File: src/rtl/gray_seq_counter_pkg.sv
// -----------------------------------------------------------------------------
// gray_seq_counter_pkg
// Shared definitions for the Gray-code sequence counter.
//   DEFAULT_WIDTH : default code width (bits) of the counter and its ports
//   state_t       : sequencer state encoding (IDLE / RUN / DONE)
// -----------------------------------------------------------------------------
package gray_seq_counter_pkg;

  // Default code width used by the counter when WIDTH is not overridden.
  localparam int unsigned DEFAULT_WIDTH = 4;

  // Sequencer states. The encodings are fixed so that debug tooling and
  // downstream logs can decode the state value directly.
  typedef enum logic [1:0] {
    IDLE = 2'd0,
    RUN  = 2'd1,
    DONE = 2'd2
  } state_t;

endpackage : gray_seq_counter_pkg

File: src/rtl/gray_seq_counter_bin_to_gray.sv
// -----------------------------------------------------------------------------
// bin_to_gray
// Purely combinational binary-to-reflected-Gray converter.
//   WIDTH : code width in bits
// Ports:
//   bin  (in,  WIDTH) : binary value
//   gray (out, WIDTH) : reflected Gray code of bin, zero latency
// -----------------------------------------------------------------------------
module bin_to_gray #(
  parameter int WIDTH = 4
) (
  input  logic [WIDTH-1:0] bin,
  output logic [WIDTH-1:0] gray
);

  // Each Gray bit is the XOR of the matching binary bit and its upper neighbour;
  // the MSB passes straight through because the shift feeds in a zero.
  assign gray = bin ^ (bin >> 1);

endmodule : bin_to_gray

File: src/rtl/gray_seq_counter.sv
// -----------------------------------------------------------------------------
// gray_seq_counter
// Loadable up/down counter that steps through a run of Gray codes until a
// Gray-coded limit is reached. The count is held in binary and presented as
// Gray so successive outputs always differ in exactly one bit, wrap included.
//
// Parameters:
//   WIDTH  : code width in bits
// Ports:
//   clk    (in)        : clock, all state changes on the rising edge
//   resetn (in)        : asynchronous active-low reset
//   load   (in)        : load ld_val into the counter (IDLE only)
//   ld_val (in, WIDTH) : Gray-coded load value
//   start  (in)        : begin a stepping sequence (IDLE only, load wins)
//   abort  (in)        : end the sequence without done (RUN only)
//   en     (in)        : step enable while in RUN
//   up     (in)        : direction, 1 = increment, 0 = decrement
//   lim    (in, WIDTH) : Gray-coded terminal value
//   g      (out,WIDTH) : current Gray code, combinational from the counter
//   busy   (out)       : high while in RUN
//   done   (out)       : one-cycle pulse when lim has been reached
//   tc     (out)       : one-cycle pulse after a wrapping step
// -----------------------------------------------------------------------------
module gray_seq_counter
  import gray_seq_counter_pkg::*;
#(
  parameter int WIDTH = DEFAULT_WIDTH
) (
  input  logic             clk,
  input  logic             resetn,
  input  logic             load,
  input  logic [WIDTH-1:0] ld_val,
  input  logic             start,
  input  logic             abort,
  input  logic             en,
  input  logic             up,
  input  logic [WIDTH-1:0] lim,
  output logic [WIDTH-1:0] g,
  output logic             busy,
  output logic             done,
  output logic             tc
);

  localparam logic [WIDTH-1:0] CNT_ZERO = {WIDTH{1'b0}};
  localparam logic [WIDTH-1:0] CNT_ONE  = {{(WIDTH-1){1'b0}}, 1'b1};

  state_t           state_r;
  logic [WIDTH-1:0] cnt_r;
  logic             busy_r;
  logic             done_r;
  logic             tc_r;

  logic [WIDTH-1:0] ld_bin_s;
  logic [WIDTH-1:0] step_s;
  logic             wrap_s;
  logic             at_lim_s;

  // Gray view of the binary counter; this is the g output itself.
  bin_to_gray #(
    .WIDTH (WIDTH)
  ) u_bin_to_gray (
    .bin  (cnt_r),
    .gray (g)
  );

  // Gray-to-binary of the load value: binary bit i is the XOR of all Gray
  // bits from i up to the MSB (prefix XOR starting at the MSB).
  always_comb begin
    ld_bin_s = CNT_ZERO;
    for (int i = 0; i < WIDTH; i++) begin
      ld_bin_s[i] = ^(ld_val >> i);
    end
  end

  // Next count for an enabled step and whether that step crosses the wrap
  // point (all-ones -> zero going up, zero -> all-ones going down).
  always_comb begin
    if (up) begin
      step_s = cnt_r + CNT_ONE;
      wrap_s = &cnt_r;
    end else begin
      step_s = cnt_r - CNT_ONE;
      wrap_s = ~|cnt_r;
    end
  end

  // Limit detection is done on the Gray value so lim needs no conversion.
  always_comb begin
    if (g == lim) begin
      at_lim_s = 1'b1;
    end else begin
      at_lim_s = 1'b0;
    end
  end

  // Sequencer FSM with the counter and all status outputs registered.
  always_ff @(posedge clk or negedge resetn) begin
    if (!resetn) begin
      state_r <= IDLE;
      cnt_r   <= CNT_ZERO;
      busy_r  <= 1'b0;
      done_r  <= 1'b0;
      tc_r    <= 1'b0;
    end else begin
      // done and tc are single-cycle pulses; they are only raised below.
      done_r <= 1'b0;
      tc_r   <= 1'b0;
      case (state_r)
        IDLE: begin
          // load outranks start: a combined request only loads.
          if (load) begin
            cnt_r   <= ld_bin_s;
            state_r <= IDLE;
            busy_r  <= 1'b0;
          end else if (start) begin
            state_r <= RUN;
            busy_r  <= 1'b1;
          end else begin
            state_r <= IDLE;
            busy_r  <= 1'b0;
          end
        end
        RUN: begin
          // Priority: abort, then limit reached, then stepping.
          if (abort) begin
            state_r <= IDLE;
            busy_r  <= 1'b0;
          end else if (at_lim_s) begin
            state_r <= DONE;
            busy_r  <= 1'b0;
            done_r  <= 1'b1;
          end else if (en) begin
            cnt_r   <= step_s;
            tc_r    <= wrap_s;
            state_r <= RUN;
            busy_r  <= 1'b1;
          end else begin
            state_r <= RUN;
            busy_r  <= 1'b1;
          end
        end
        DONE: begin
          state_r <= IDLE;
          busy_r  <= 1'b0;
        end
        default: begin
          // Unreachable encoding: recover to a quiet IDLE.
          state_r <= IDLE;
          busy_r  <= 1'b0;
        end
      endcase
    end
  end

  assign busy = busy_r;
  assign done = done_r;
  assign tc   = tc_r;

endmodule : gray_seq_counter

File: config.mk
export PLATFORM = sky130hd
export DESIGN_NAME = gray_seq_counter
export DESIGN_NICKNAME = d
export VERILOG_FILES = /design/src/rtl/gray_seq_counter_pkg.sv /design/src/rtl/gray_seq_counter_bin_to_gray.sv /design/src/rtl/gray_seq_counter.sv
export SDC_FILE = /design/constraint.sdc
export NUM_CORES = 1
export LEC_CHECK = 0
export BUFFER_PORTS_ARGS = -buffer_cell sky130_fd_sc_hd__buf_2
export CORE_AREA = 2 2 39 41
export DETAILED_ROUTE_END_ITERATION = 6
export DIE_AREA = 0 0 41 43
export PLACE_DENSITY = 0.74
export SLEW_MARGIN = 10
export SYNTH_ARGS = -nofsm -noshare
export SYNTH_HDL_FRONTEND = slang
export SYNTH_SLANG_ARGS = --single-unit
File: constraint.sdc
create_clock -name clk -period 5 [get_ports clk]
set_input_delay 0.5 -clock clk [delete_from_list [all_inputs] [get_ports clk]]
set_output_delay 0.5 -clock clk [all_outputs]
set_load 0.01 [all_outputs]
; ---- Yosys cells after proc, flatten, opt, wreduce, memory -nomap -nowiden
; Cells that the tools add are included.
[totals]
regBits = 9
output_inout_bits = 7
[op_classes]
addsub = 2
n_eq_ne = 6
n_mux = 25
bitwise_logic = 1
reduce_logical = 10
[ops]
columns = operator, n
row1 = $mux 4, 5
row2 = $reduce_xor 4->1, 4
row3 = $mux 1, 15
row4 = $ne 2x2->1 const B, 4
row5 = $pmux 4 s2, 1
row6 = $reduce_and 5->1, 1
row7 = $add 4x1->4 const B, 1
row8 = $eq 4x4->1, 1
row9 = $mux 2, 2
row10 = $pmux 2 s2, 1
row11 = $reduce_and 4->1, 1
row12 = $reduce_or 4->1, 1
row13 = $sub 4x1->4 const B, 1
row14 = $xor 4x3->4, 1
row15 = $eq 2x1->1 const B, 1
row16 = $logic_not 2->1, 1
row17 = $pmux 1 s2, 1
row18 = $reduce_bool 2->1, 1
row19 = $logic_not 1->1, 1

; ---- Depth between registers and ports, before layout
[logic_depth]
word_depth = 7
ltp_mapped = 8
depth_no_buf = 7

; ---- Hierarchy
; Synthesis repeated with hierarchy kept, for this count alone.
[unflattened]
hier_cells = 61
area_unflattened_um2 = 633.1
[modules_own_cells]
columns = module, instances, cells_per_inst, area_per_inst_um2, seq_area_each_um2
row1 = gray_seq_counter, 1, 57, 599.3, 175.2
row2 = bin_to_gray, 1, 4, 33.8, 0.0

; ---- Worst setup path before layout
; No wires, ideal clock.
[synth_timing]
path_kind = reg-to-reg
start = register cnt_r[1]
end = register cnt_r[0]
arrival_ps = 1736
required_ps = 4876
path_slack_ps = 3140
path_stages_with_launch = 9
path_cell_list = dfrtp_1 > inv_1 > ha_1 > xor2_1 > nor2_1 > a41o_1 > buf_6 > nor3_1 > a211o_1
[synth_between]
elab_chain_cells = 5
[synth_lines]
columns = item, line_no
row1 = from (decl), gray_seq_counter.sv:48  ; logic [WIDTH-1:0] cnt_r;
row2 = from (signal assigned), gray_seq_counter.sv:112  ; cnt_r <= ld_bin_s;
row3 = from (signal assigned), gray_seq_counter.sv:133  ; cnt_r <= step_s;
row4 = $xor 4x3->4, gray_seq_counter_bin_to_gray.sv:18  ; assign gray = bin ^ (bin >> 1);
row5 = named net g[0], gray_seq_counter.sv:38  ; output logic [WIDTH-1:0] g,
row6 = $eq 4x4->1, gray_seq_counter.sv:89  ; if (g == lim) begin
row7 = $mux 1, gray_seq_counter.sv:89
row8 = $ne 2x2->1 (no line), n/a
row9 = $reduce_and 5->1 (no line), n/a
; The timed path passes the listed nets, and every way through them passes these cells.
; A chain may end at the register's enable or synchronous reset.

; ---- Worst setup path in the final report
[layout_timing]
start = register cnt_r[1]
end = register cnt_r[0]
[layout_between]
elab_chain_cells = 5
[layout_lines]
columns = item, line_no
row1 = $xor 4x3->4, gray_seq_counter_bin_to_gray.sv:18
row2 = $eq 4x4->1, gray_seq_counter.sv:89
row3 = $mux 1, gray_seq_counter.sv:89
row4 = $ne 2x2->1 (no line), n/a
row5 = $reduce_and 5->1 (no line), n/a
; Every way passes these cells.

==> results_dict.tcl <==
set metrics [dict create \
    crit_chain "inv_1, ha_1, xor2_1, nor2_1, a41o_1, nor3_1, a211o_1" \
    critPathKind "reg -> reg" \
    avgRoutedWirePerCell_microns 12.0 \
    syn_area_sq_um 604 \
    slew-limit-headroom_pct 81.2 \
    die_w_microns 41 \
    max_freq_ghz 0.496 \
    r2r_start "cnt_r[1]" \
    overflow 0 \
    die_h_microns 43 \
    post-route-period-util_pct 40.3 \
    cp-end-kind "register" \
    ff2ff_path_depth 7 \
    postCtsSetupRepairBufs 0 \
    synthCells 65 \
    clock_path_buffers 2 \
    cp.arrival_ns 2.16 \
    portBuffers 21 \
    cts_hold_buf 0 \
    instances_no_fill 104 \
    power_leakage_nw 0.395 \
    rows 14 \
    avgSynthCellArea_sq_um 9.30 \
    outcome "completed" \
    gp_congestion 0.783 \
    initial_utilization_pct 43.7 \
    synth-seq-area-share_pct 29.0 \
    ir_drop_v 0.000202 \
    firstDrtPassIters 4 \
    finalWirelength_microns 1250 \
    ys_async_sr_fraction_pct 100 \
    antenna_cells 0 \
    synth.area.top_cells "dfrtp_1, ha_1, xnor2_1" \
    clkLatencyLatePin_ns 0.26 \
    yosysUniqueCellTypes 28 \
    setup_slack_ns 2.98 \
    required_ns 5.14 \
    rrSetupSlack_ns 2.98 \
    drv_cap 0 \
    yosys.area.top_type_share_pct 29.0 \
    drc 0 \
    maxSlewViolCount 0 \
    numCtsBuffers 3 \
    dp_cells 100 \
    synth_flop_cell "dfrtp_1" \
    htreeDepth 1 \
    cpMaxStageDelayCell "dfrtp_1" \
    layout-drive-gt1-share_pct 30.7 \
    ys_ff_latch 7 \
    clkTransAtPathRegs_ns 0.06 \
    dpl_cell_area_sq_um 711 \
    powerDensity_nw_per_um2 543 \
    grt_pass1_wl_microns 2000 \
    post-dp-hpwl_microns 1050 \
    synth_nets 87 \
    antenna_found_initial 0 \
    design.die.area_sq_um 1760 \
    tns_ns 0 \
    clock-root-buffer "clkbuf_4" \
    setup_violations 0 \
    synth_edf_count 0 \
    synth_top_cell_by_area "dfrtp_1" \
    ant_nets 0 \
    grt_use_total_pct 17.7 \
    fin_worst_skew_ns 0.00390 \
    min_period_ns 2.02 \
    drtIter0Drc 2 \
    total_power_mw 0.400 \
    fin_nets 111 \
    min_path_type "in -> async" \
    cp_max_fo 9 \
    cts.sinks 7 \
    yosysWarnings 0 \
    cts_resized 0 \
    io_pins 22 \
    hold_viol_final 0 \
    vias_per_cell 4.88 \
    via_count 507 \
    grt_pass1_vias 496 \
    core_sq_um 1380 \
    grt_max_degree 10 \
    design_area_sq_um 738 \
    rsz0062_at_grt "no" \
    cp_slowest_stage_delay_ns 0.47 \
    pre_cts_ws_ns 3.01 \
    cts_tree "done" \
    regToRegEndpoint "cnt_r[0]" \
    area_growth_syn_to_layout_pct 22.2 \
    worst_pin_slew_ns 0.282 \
    critPathLaunchType "register" \
]
## final cells by class
cell class	instances	area, sq um
clock buffers	3	22.5
clock inverters	1	5.00
fillers	136	646
inverters	6	22.5
multi-input cells	50	388
flip-flops and latches	7	175
well taps	16	20.0
repair buffers	21	105
## Yosys cell counts (2+ instances only)
| library cell | instances |
|---|---|
| nand3_1 | 2 |
| ha_1 | 6 |
| xor2_1 | 4 |
| nor2_1 | 6 |
| xnor2_1 | 5 |
| nand2b_1 | 2 |
| nor3_1 | 2 |
| and3_1 | 2 |
| a21o_1 | 2 |
| inv_1 | 6 |
| o21ai_0 | 2 |
| nand2_1 | 2 |
| a21oi_1 | 3 |
| dfrtp_1 | 7 |
## critical path, delay by kind of cell (launching register included)
family / cells / cell delay, ns
xor+xnor: 1 / 0.18
buf+inv: 1 / 0.10
flops: 1 / 0.47
compound gates: 2 / 0.62
simple gates: 2 / 0.22
fa+ha+maj: 1 / 0.32
## metrics by stage
stage | hold WS, ns | utilization, %
after floorplan | 0.204 | -
after global placement | 0.343 | 51.4
after detailed placement | 0.345 | 51.4
after CTS | 0.0631 | 53.3
after global routing | 0.0749 | 53.3
final | 0.0641 | 53.3
## worst max-delay path by stage
stage	slack, ns	end	depth (start not counted)	from
6_report	2.98	cnt_r[0]	7	cnt_r[1]
5_1_grt	2.89	cnt_r[0]	7	cnt_r[1]
4_1_cts	2.99	cnt_r[0]	7	cnt_r[1]
3_5_place_dp	3.01	cnt_r[0]	7	cnt_r[1]
3_3_place_gp	3.04	cnt_r[0]	7	cnt_r[1]
2_1_floorplan	3.14	cnt_r[0]	8	cnt_r[1]
## where the power goes
part / switching [mW] / leakage, nW / internal [mW]
Combinational: 0.125 / 0.288 / 0.111
Sequential: 0.0355 / 0.0888 / 0.0756
Clock: 0.0240 / 0.0177 / 0.0294
Total: 0.185 / 0.395 / 0.216
## flip-flops by register name, indices dropped and copies added (netlist names)
register and cells:
tc 1, cnt_r 4, done 1, state_r 1
## layout by cell type (no fill, tap or decap)
cell type,Yosys,routed
xor2_1,4,4
nor3_2,1,1
a22oi_1,1,1
nand3b_1,1,1
inv_1,6,6
nand2b_1,2,2
nor2b_1,1,1
clkbuf_4,0,3
fa_1,1,1
xor2_2,1,1
ha_1,6,6
nand2_1,2,2
a32oi_1,1,1
o21bai_1,1,1
a41o_1,1,1
a21oi_1,3,3
a211o_1,1,1
clkinv_2,0,1
nor2_1,6,6
nand3_1,2,2
buf_2,0,21
dfrtp_1,7,7
o21ai_0,2,2
a211oi_1,1,1
o2bb2ai_1,1,1
xnor2_1,5,5
nor3_1,2,2
a21o_1,2,2
and3_1,2,2
## layer usage
layer  wire length [microns]  GRT usage [%]  part of all wire (%)
met3                      76           7.85                   6.1
met5                       0              0                     0
met2                     672           30.3                    54
met4                      14           6.00                   1.1
met1                     484           17.9                    39
## cell families after synthesis
logic type | after synthesis | share of synthesized area (%)
flip-flops | 7 | 29.0
AO/OA/AOI/OAI | 14 | 16.4
adder cells (fa/ha/maj) | 7 | 15.7
XOR/XNOR | 10 | 15.7
AND/OR/NAND/NOR | 19 | 16.4
buffers and inverters | 8 | 6.83
(Power assumes the default switching activity.)
